--- src/rtl/seg_scan_driver.sv ---
// Double-buffered 8-digit seven-segment scan driver (digit1/digit2/tube_sel).
// Optional build macro SEG_DIM_EN gates tube_sel with a brightness-controlled duty window.
module seg_scan_driver #(
  parameter int SCAN_DIV = 100000,
  parameter int CNT_W    = 17
) (
  input  logic        clk,
  input  logic        rst,
  input  logic        enable,
  input  logic [31:0] frame_data,
  input  logic [7:0]  frame_dot,
  input  logic [7:0]  frame_blank,
  input  logic        frame_valid,
  output logic        frame_ready,
  input  logic [2:0]  brightness,
  output logic [7:0]  digit1,
  output logic [7:0]  digit2,
  output logic [7:0]  tube_sel
);

  // state    | meaning
  // ST_EMPTY | pending buffer free, frame_ready high
  // ST_FULL  | frame held, waiting for scan wrap (or disable) to commit
  typedef enum logic {ST_EMPTY = 1'b0, ST_FULL = 1'b1} pend_state_t;

  localparam logic [CNT_W-1:0] SLOT_LAST = CNT_W'(SCAN_DIV - 1);

  pend_state_t      r_state, w_state_nxt;
  logic             w_accept, w_commit, w_wrap, w_slot_last;
  logic [CNT_W-1:0] r_slot;
  logic [1:0]       r_pos;
  logic [31:0]      r_pend_data, r_disp_data;
  logic [7:0]       r_pend_dot, r_pend_blank, r_disp_dot, r_disp_blank;
  logic [7:0]       w_seg_lo, w_seg_hi, w_sel;

  function automatic logic [7:0] seg_of(input logic [3:0] nib, input logic dot,
                                        input logic blank);
    logic [7:0] seg;
    seg = 8'h00;
    case (nib)
      4'h0: seg = 8'hFC;  4'h1: seg = 8'h60;  4'h2: seg = 8'hDA;  4'h3: seg = 8'hF2;
      4'h4: seg = 8'h66;  4'h5: seg = 8'hB6;  4'h6: seg = 8'hBE;  4'h7: seg = 8'hE0;
      4'h8: seg = 8'hFE;  4'h9: seg = 8'hF6;  4'hA: seg = 8'hEE;  4'hB: seg = 8'h3E;
      4'hC: seg = 8'h9C;  4'hD: seg = 8'h7A;  4'hE: seg = 8'h9E;  4'hF: seg = 8'h8E;
      default: seg = 8'h00;
    endcase
    return blank ? 8'h00 : (seg | {7'b0, dot});
  endfunction

  assign w_slot_last = (r_slot == SLOT_LAST);
  assign w_wrap      = enable && (r_pos == 2'd3) && w_slot_last;
  assign frame_ready = (r_state == ST_EMPTY);

  always_comb begin
    w_state_nxt = r_state;
    w_accept    = 1'b0;
    w_commit    = 1'b0;
    case (r_state)
      ST_EMPTY: if (frame_valid) begin
        w_accept    = 1'b1;
        w_state_nxt = ST_FULL;
      end
      ST_FULL: if (!enable || w_wrap) begin
        w_commit    = 1'b1;
        w_state_nxt = ST_EMPTY;
      end
      default: w_state_nxt = ST_EMPTY;
    endcase
  end

  always_ff @(posedge clk or negedge rst) begin
    if (!rst) begin
      r_state      <= ST_EMPTY;
      r_pend_data  <= 32'h0;
      r_pend_dot   <= 8'h00;
      r_pend_blank <= 8'hFF;
      r_disp_data  <= 32'h0;
      r_disp_dot   <= 8'h00;
      r_disp_blank <= 8'hFF;
    end else begin
      r_state <= w_state_nxt;
      if (w_accept) begin
        r_pend_data  <= frame_data;
        r_pend_dot   <= frame_dot;
        r_pend_blank <= frame_blank;
      end
      if (w_commit) begin
        r_disp_data  <= r_pend_data;
        r_disp_dot   <= r_pend_dot;
        r_disp_blank <= r_pend_blank;
      end
    end
  end

  always_ff @(posedge clk or negedge rst) begin
    if (!rst) begin
      r_slot <= '0;
      r_pos  <= 2'd0;
    end else if (!enable) begin
      r_slot <= '0;
      r_pos  <= 2'd0;
    end else if (w_slot_last) begin
      r_slot <= '0;
      r_pos  <= r_pos + 2'd1;
    end else begin
      r_slot <= r_slot + 1'b1;
    end
  end

  assign w_seg_lo = seg_of(r_disp_data[{1'b0, r_pos, 2'b00} +: 4],
                           r_disp_dot[{1'b0, r_pos}], r_disp_blank[{1'b0, r_pos}]);
  assign w_seg_hi = seg_of(r_disp_data[{1'b1, r_pos, 2'b00} +: 4],
                           r_disp_dot[{1'b1, r_pos}], r_disp_blank[{1'b1, r_pos}]);
  assign w_sel    = {4'b0001 << r_pos, 4'b0001 << r_pos};

`ifdef SEG_DIM_EN
  localparam int DW = CNT_W + 4;
  logic [DW-1:0] r_duty, w_duty_nxt;
  logic          w_in_window;

  assign w_duty_nxt  = DW'(((32'(brightness) + 32'd1) * 32'(SCAN_DIV)) / 32'd8);
  assign w_in_window = ({4'b0000, r_slot} < r_duty);

  // Window is re-sampled only when the position changes (or while idle) so it stays fixed per slot.
  always_ff @(posedge clk or negedge rst) begin
    if (!rst) r_duty <= DW'(SCAN_DIV);
    else if (!enable || w_slot_last) r_duty <= w_duty_nxt;
  end
`else
  logic w_in_window;
  logic w_unused_brightness;
  assign w_in_window         = 1'b1;
  assign w_unused_brightness = ^brightness;
`endif

  always_ff @(posedge clk or negedge rst) begin
    if (!rst) begin
      digit1   <= 8'h00;
      digit2   <= 8'h00;
      tube_sel <= 8'h00;
    end else if (!enable) begin
      digit1   <= 8'h00;
      digit2   <= 8'h00;
      tube_sel <= 8'h00;
    end else begin
      digit1   <= w_seg_lo;
      digit2   <= w_seg_hi;
      tube_sel <= w_in_window ? w_sel : 8'h00;
    end
  end

endmodule
--- config.mk ---
export PLATFORM = sky130hd
export DESIGN_NAME = seg_scan_driver
export DESIGN_NICKNAME = d
export VERILOG_FILES = /design/src/rtl/seg_scan_driver.sv
export SDC_FILE = /design/constraint.sdc
export NUM_CORES = 1
export LEC_CHECK = 0
export BUFFER_PORTS_ARGS = -buffer_cell sky130_fd_sc_hd__buf_2
export CAP_MARGIN = 0
export CORE_MARGIN = 4
export CORE_UTILIZATION = 32
export CTS_CLUSTER_DIAMETER = 100
export DETAILED_ROUTE_END_ITERATION = 12
export PLACE_DENSITY = 0.55
export RECOVER_POWER = 100
export SETUP_SLACK_MARGIN = 0.02
export SLEW_MARGIN = 5
export SYNTH_ARGS = -nofsm -noshare
export SYNTH_HDL_FRONTEND = slang
export SYNTH_SLANG_ARGS = --single-unit
--- constraint.sdc ---
create_clock -name clk -period 4.9 [get_ports clk]
set_clock_uncertainty 0.2 [all_clocks]
set_input_delay 0.245 -clock clk [delete_from_list [all_inputs] [get_ports clk]]
set_output_delay 0.245 -clock clk [all_outputs]
set_load 0.02 [all_outputs]
==> run_results.csv, run 1 <==
group,metric,value,unit
run_status,status,"finished, violations left",
run_status,violations,"capacitance limit, slew limit",
timing,timing.fmax,0.279,GHz
floorplanning,start_util,33.0,%
floorplanning,row_count,49,
yosys,ys_seq_area_share,57.0,%
layout,num_antenna_cells,0,
worst_hold_path,worstHoldEndpoint,"r_slot[0]",
floorplanning,dieArea,21000,um^2
critical_path,r2r_end,"r_disp_data[26]",
yosys,synth_fp_nets,504,
route,totalWireLength,11900,um
grt,antenna_found_initial,0,
cts,clk_pin_slew,60,ps
run,drv_cap,2,
worst_hold_path,hp-start,"r_slot[0]",
grt,grt_max_degree,94,
critical_path,worstRegToRegCells,7,
yosys,async_reset_ff_share,100,%
yosys,synthCells,432,
cts,cts_tree,"done",
route,vias,3728,
cts,cts_root_buffer,"clkbuf_16",
critical_path,critPathRequiredTime,4980,ps
cts,cts-resized-gates,0,
critical_path,timing.rr.start,"r_slot[0]",
grt,grt_use_total,12.1,%
timing,tightest_slew,2230,ps
timing,period_share,73.2,%
critical_path,setup.worst_path.class,"reg -> reg",
placement,gp_congestion,0.769,
route,drtIter0Drc,142,
cts,cts-buffers-inserted,17,
floorplanning,die_w,145,um
worst_hold_path,worstHoldPathCells,1,
yosys,synth_ff_type,"dfrtp_1",
yosys,synth_edf_count,0,
layout,drive_above_1_share,35.7,%
yosys,synth_seq_cells,136,
grt,grt_first_pass_wirelength,20300,um
placement,io_buffer_count,76,
placement,dp_hpwl,7950,um
cts,cts_setup_buffers,0,
cts,cts_hold_buffers,51,
yosys,netlist_area,6000,um^2
cts,numClockSinks,136,
route,vias_per_cell,4.66,
timing,min_period,3590,ps
route,ant_nets,0,
timing,finalSetupTns,0,ps
power,power_leakage,3.27,nW
layout,nets,630,
floorplanning,coreArea,18200,um^2
grt,grt-ovfl-total,0,
critical_path,crit_fanout,41,
yosys,synth_cell_types,39,
yosys,synth.avg_cell_area,13.9,um^2
timing,grt_setup_unrepaired,"no",
power,power.density,497,nW/um^2
power,finalPower,0.00377,W
cts,clock_insertion_delay_worst_skew,410,ps
layout,area_delta_synth_final,26.6,%
cts,clk_path_buf_depth,2,
route,drt_first_pass_iters,4,
critical_path,rrSetupSlack,1310,ps
critical_path,start_kind,"register",
floorplanning,pin_count,80,
critical_path,end_kind,"register",
yosys,yosys_warnings,0,
layout,utilization,41.7,%
timing,setup_viol,0,
timing,slew_headroom,-48.8,%
timing,slew_viol_final,115,
grt,grt_pass1_vias,3946,
floorplanning,die_y,145,um
timing,finalHoldViolCount,0,
route,drc,0,
route,route.detailed.wl_per_inst,14.9,um
critical_path,arrival,3670,ps
power,ir_worst_vdd,243,uV
cts,cts_max_level,4,
worst_hold_path,holdCritPathClass,"reg -> reg",
## report_power, final
part,leakage (nW),internal (W),switching [W]
logic,1.34,0.000438,0.000433
registers,1.65,0.00148,0.000149
clock network,0.285,0.000803,0.000468
total,3.27,0.00272,0.00105
## critical path, cell delays in order (launching register included)
cell      delay, ps
dfrtp_1         370
ha_1            210
and4_1          310
nand2_1         100
o41ai_1         460
nand3_1         460
clkbuf_2        770
mux2_1          560
## cell families after synthesis
family | count (synthesis) | share of synthesized area (%)
fa+ha+maj | 17 | 3.54
xor+xnor | 13 | 1.90
flops | 136 | 57.0
simple gates | 84 | 7.17
compound gates | 33 | 3.75
mux | 114 | 23.9
buf+inv | 35 | 2.71
## state kept, by name, summed over array words and instances, names as in the netlist
signal / flops
r_pos: 2
r_disp_data: 32
r_pend_data: 32
r_disp_dot: 8
digit1: 8
tube_sel: 4
r_disp_blank: 8
r_slot: 17
digit2: 8
r_state: 1
r_pend_dot: 8
r_pend_blank: 8
## metal layers
metal  vias up  part of all wire [%]  global-route usage [%]
met5         -                     0                       0
met2        64                    50                    20.0
met4         0                   1.2                    4.28
met3        10                   3.6                    3.87
met1      1885                    45                    15.0
li1       1769                     -                       -
## through the flow
step / hold slack (ps) / cell area (um^2) / std cells / setup WS [ps]
2_1_floorplan: -251 / 6000 / 432 / 2360
4_1_cts: 261 / 7710 / 800 / 1800
3_3_place_gp: 169 / 6600 / 717 / 1890
5_1_grt: 304 / 7600 / 800 / 904
3_5_place_dp: 186 / 6600 / 717 / 1810
6_report: 261 / 7600 / 800 / 1310
## layout by cell type, fill, tap and decap left out, types with 2 or more instances in the layout
cell and n:
clkbuf_2 3, a21oi_1 15, o22ai_1 2, xnor2_1 5
or3_1 4, buf_2 50, clkbuf_16 17, a31o_2 2
and3_1 2, dfstp_2 16, nand2b_1 7, ha_1 17
mux4_2 11, dlygate4sd3_1 51, a31oi_1 2, nor2_1 36
dfrtp_1 120, and4_1 2, buf_4 2, nand3_1 4
nor2b_1 4, clkbuf_1 27, clkbuf_8 4, nor3b_1 2
clkinv_2 2, inv_1 10, clkinvlp_4 4, nand2_1 8
and2_0 3, mux2_2 88, mux2i_1 6, nor3_1 2
a311oi_1 6, xor2_1 8, mux2_1 9, and2_1 3
bufinv_16 2, nand4_1 4, o21ai_0 4
## cell type report
cell class,instances,area [um^2]
clock inverters,10,118
repair buffers,132,888
inverters,10,37.5
clock buffers,22,484
multi-input cells,261,2360
fillers,1702,10600
flip-flops and latches,136,3420
well taps,229,287
## worst max-delay path by stage
| stage | from | end | slack (ps) | depth (start not counted) |
|---|---|---|---|---|
| CTS | r_pos[0] | digit2[2] | 1800 | 7 |
| floorplan | r_slot[0] | r_disp_data[21] | 2360 | 8 |
| finish | r_slot[0] | r_disp_data[26] | 1310 | 7 |
| global placement | r_pos[0] | digit2[2] | 1890 | 7 |
| detailed placement | r_pos[0] | digit2[2] | 1810 | 7 |
| global route | rst | r_pend_data[22] | 900 | 3 |
## Yosys cell counts, drive strengths merged (7+ instances only)
| master | instances | area share [%] |
|---|---|---|
| inv | 10 | 0.63 |
| ha | 17 | 3.5 |
| clkbuf | 10 | 0.63 |
| xor2 | 8 | 1.2 |
| buf | 15 | 1.5 |
| a21oi | 15 | 1.3 |
| mux2 | 97 | 19 |
| nor2 | 36 | 2.3 |
| nand2b | 7 | 0.73 |
| mux4 | 11 | 4.1 |
| dfrtp | 120 | 50 |
| nand2 | 8 | 0.50 |
| dfstp | 16 | 7.0 |
(Power assumes the default switching activity.)
==> run 2, diff against run 1 <==
--- a/config.mk
+++ b/config.mk
@@ -5,13 +5,14 @@
 export SDC_FILE = /design/constraint.sdc
 export NUM_CORES = 1
 export LEC_CHECK = 0
+export ABC_AREA = 1
 export BUFFER_PORTS_ARGS = -buffer_cell sky130_fd_sc_hd__buf_2
 export CAP_MARGIN = 0
 export CORE_MARGIN = 4
 export CORE_UTILIZATION = 32
 export CTS_CLUSTER_DIAMETER = 100
 export DETAILED_ROUTE_END_ITERATION = 12
-export PLACE_DENSITY = 0.55
+export PLACE_DENSITY = 0.57
 export RECOVER_POWER = 100
 export SETUP_SLACK_MARGIN = 0.02
 export SLEW_MARGIN = 5
==> constraint.sdc (replaced) <==
create_clock -name clk -period 3.1 [get_ports clk]
set_clock_uncertainty 0.2 [all_clocks]
set_input_delay 0.155 -clock clk [delete_from_list [all_inputs] [get_ports clk]]
set_output_delay 0.155 -clock clk [all_outputs]
set_load 0.02 [all_outputs]
==> run 2 against run 1 <==
Fmax rose by 43%. First-iteration DRC count rose by 99%. Sequential power rose by 56%. Synthesized cell count rose by 63%. Critical endpoint is now r_disp_data[2]. The flow still finishes with violations (capacitance limit, slew limit). Critical path type unchanged. Setup slack got worse by 730 ps. Hold slack barely moved. Die area rose by 6.1%. Global-route usage rose by 1.8 points.
==> run_results.csv, run 2 <==
group,metric,value,unit
layout,drive_above_1_share,19.0,%
critical_path,rrSetupSlack,580,ps
yosys,synth_fp_nets,778,
timing,min_period,2520,ps
run_status,violations,"capacitance limit, slew limit",
yosys,yosysMostFrequentCell,"nand2_1",
grt,grt_first_pass_wirelength,24600,um
cts,cts_max_level,4,
yosys,netlist_area,6390,um^2
yosys,synth_top_area_share,47.0,%
worst_hold_path,hp-start,"r_disp_blank[4]",
critical_path,critical_path.cell_chain,"clkbuf_1, ha_1, nand2_1, a21oi_4, nand2_2, buf_12, nand2_1, nand2_1",
timing,period_share,81.2,%
route,ant_nets,0,
cts,cts-resized-gates,0,
layout,reg_top3,"r_disp_data: 32 flops, r_pend_data: 32 flops, r_slot: 17 flops",
power,power.density,736,nW/um^2
floorplanning,row_count,51,
layout,area_delta_synth_final,25.6,%
timing,slew_headroom,-14.6,%
route,drc,0,
yosys,synth_common_cells,"201 x nand2_1, 120 x dfrtp_1, 83 x nand3_1",
critical_path,end_kind,"register",
floorplanning,start_util,32.7,%
placement,place_area,7020,um^2
grt,grt_use_total,13.9,%
cts,numClockSinks,136,
placement,dp_hpwl,9510,um
yosys,synth_cell_types,26,
critical_path,critical_path.slowest_cell,"clkbuf_1",
critical_path,critPathRequiredTime,3200,ps
layout,nets,899,
yosys,ys_top_cells_by_area,"dfrtp_1 47%, nand2_1 12%, mux2_2 8.5%",
layout,nFillCells,1977,
cts,cts_tree,"done",
cts,clk_pin_slew,60,ps
route,vias,4912,
worst_hold_path,worstHoldPathCells,2,
power,ir_worst_vdd,398,uV
run,drv_cap,1,
yosys,async_reset_ff_share,100,%
route,drt_first_pass_iters,5,
critical_path,r2r_end,"r_disp_data[2]",
placement,gp_congestion,0.808,
yosys,synth_edf_count,0,
layout,final_common_cell,"nand2_1",
timing,finalSetupTns,0,ps
yosys,synth_ff_type,"dfrtp_1",
worst_hold_path,holdCritPathClass,"reg -> reg",
cts,cts-buffers-inserted,17,
route,drtIter0Drc,282,
yosys,yosys_warnings,0,
critical_path,cp_slowest_stage_delay,560,ps
critical_path,worstRegToRegCells,8,
layout,final_cell_mix,"201 x nand2_1, 120 x dfrtp_1, 84 x nand3_1",
critical_path,cpMostUsedCell,"nand2_1",
layout,multi_input_comb_area,2570,um^2
layout,utilization,41.1,%
cts,clock_insertion_delay_worst_skew,420,ps
floorplanning,die_w,149,um
critical_path,start_kind,"register",
floorplanning,die_y,149,um
power,power_leakage,3.86,nW
timing,slew_viol_final,69,
route,totalWireLength,14600,um
floorplanning,dieArea,22300,um^2
timing,tightest_slew,1720,ps
timing,timing.fmax,0.397,GHz
cts,cts_root_buffer,"clkbuf_16",
route,vias_per_cell,4.44,
yosys,ys_seq_area_share,53.6,%
layout,stdcell_area,8030,um^2
run_status,status,"finished, violations left",
yosys,synth.avg_cell_area,9.05,um^2
grt,antenna_found_initial,1,
critical_path,arrival,2620,ps
floorplanning,pin_count,80,
placement,io_buffer_count,76,
route,route.detailed.wl_per_inst,13.2,um
critical_path,timing.rr.start,"r_pos[0]",
grt,grt-ovfl-total,0,
timing,grt_setup_unrepaired,"no",
grt,grt_pass1_vias,4866,
cts,clk_path_buf_depth,2,
critical_path,crit_fanout,27,
yosys,synth_seq_cells,136,
floorplanning,coreArea,19500,um^2
timing,finalHoldViolCount,0,
grt,grt_max_degree,70,
layout,seqCellArea,3420,um^2
worst_hold_path,worstHoldEndpoint,"r_disp_blank[4]",
critical_path,setup.worst_path.class,"reg -> reg",
yosys,yosys.area.top_type,"dfrtp_1",
timing,setup_viol,0,
yosys,synthCells,706,
[run 2: cell count changes in the layout (fill, tap and decap cells not counted), sizes merged, moves of 8 or more]
cell	change
nand2	+197
nand3	+80
mux2	-49
inv	+39
nor2	+36
o21ai	+15
mux4	-11
nor3	+8
[run 2: worst max path at each step]
stage	from	endpoint	slack, ps	cells after the start
2_1_floorplan	r_pos[0]	digit2[6]	1170	9
3_3_place_gp	r_pos[1]	digit2[7]	890	10
3_5_place_dp	r_slot[0]	r_disp_dot[5]	870	10
4_1_cts	r_slot[0]	r_disp_dot[5]	850	10
5_1_grt	r_pos[0]	r_disp_data[23]	360	8
6_report	r_pos[0]	r_disp_data[2]	580	8
[run 2: cell type report]
class / instances / share of cell area [%]
multi-input combinational: 484 / 32.0
clock inverter: 8 / 0.872
sequential: 136 / 42.6
timing repair buffer: 138 / 11.9
clock buffer: 24 / 6.12
inverter: 50 / 2.34
antenna: 1 / 0.0312
tap: 265 / 4.13
[run 2: cell families after synthesis]
kind of cell | count (synthesis) | share of synthesized area, %
AND/OR/NAND/NOR | 377 | 24.8
flip-flops | 136 | 53.6
buffers and inverters | 86 | 6.19
multiplexers | 48 | 8.46
AO/OA/AOI/OAI | 37 | 2.98
adder cells (fa/ha/maj) | 17 | 3.33
XOR/XNOR | 5 | 0.685
[run 2: metal layers]
| layer | track usage, % | vias to the layer above | part of all wire, % |
|---|---|---|---|
| met4 | 3.84 | 0 | 1.1 |
| li1 | - | 2503 | - |
| met5 | 0 | - | 0 |
| met3 | 3.92 | 12 | 5.4 |
| met1 | 19.8 | 2297 | 49 |
| met2 | 20.7 | 100 | 44 |
[run 2: where the power goes]
group / internal [W] / switching [W]
logic: 0.000563 / 0.000882
registers: 0.00230 / 0.000239
clock network: 0.00118 / 0.000749
[run 2: critical path: cells and delay by family, from the launching register on]
family | cells | cell delay, ps
buf+inv | 2 | 850
simple gates | 4 | 550
flops | 1 | 360
fa+ha+maj | 1 | 250
compound gates | 1 | 190
[run 2: stage by stage]
stage                     total power (W)  cells  hold WS (ps)  setup WS, ps
final                             0.00591   1106           261           584
after global routing              0.00632   1106           280           362
after detailed placement          0.00400   1022          3.43           867
after CTS                         0.00601   1105           152           854
after floorplan                   0.00355    706          -341          1170
after global placement            0.00397   1022          12.3           893
[run 2: repair_timing]
action,CTS,global route
setup buffers,0,0
endpoints found under the hold margin,123,0
hold buffers,51,0
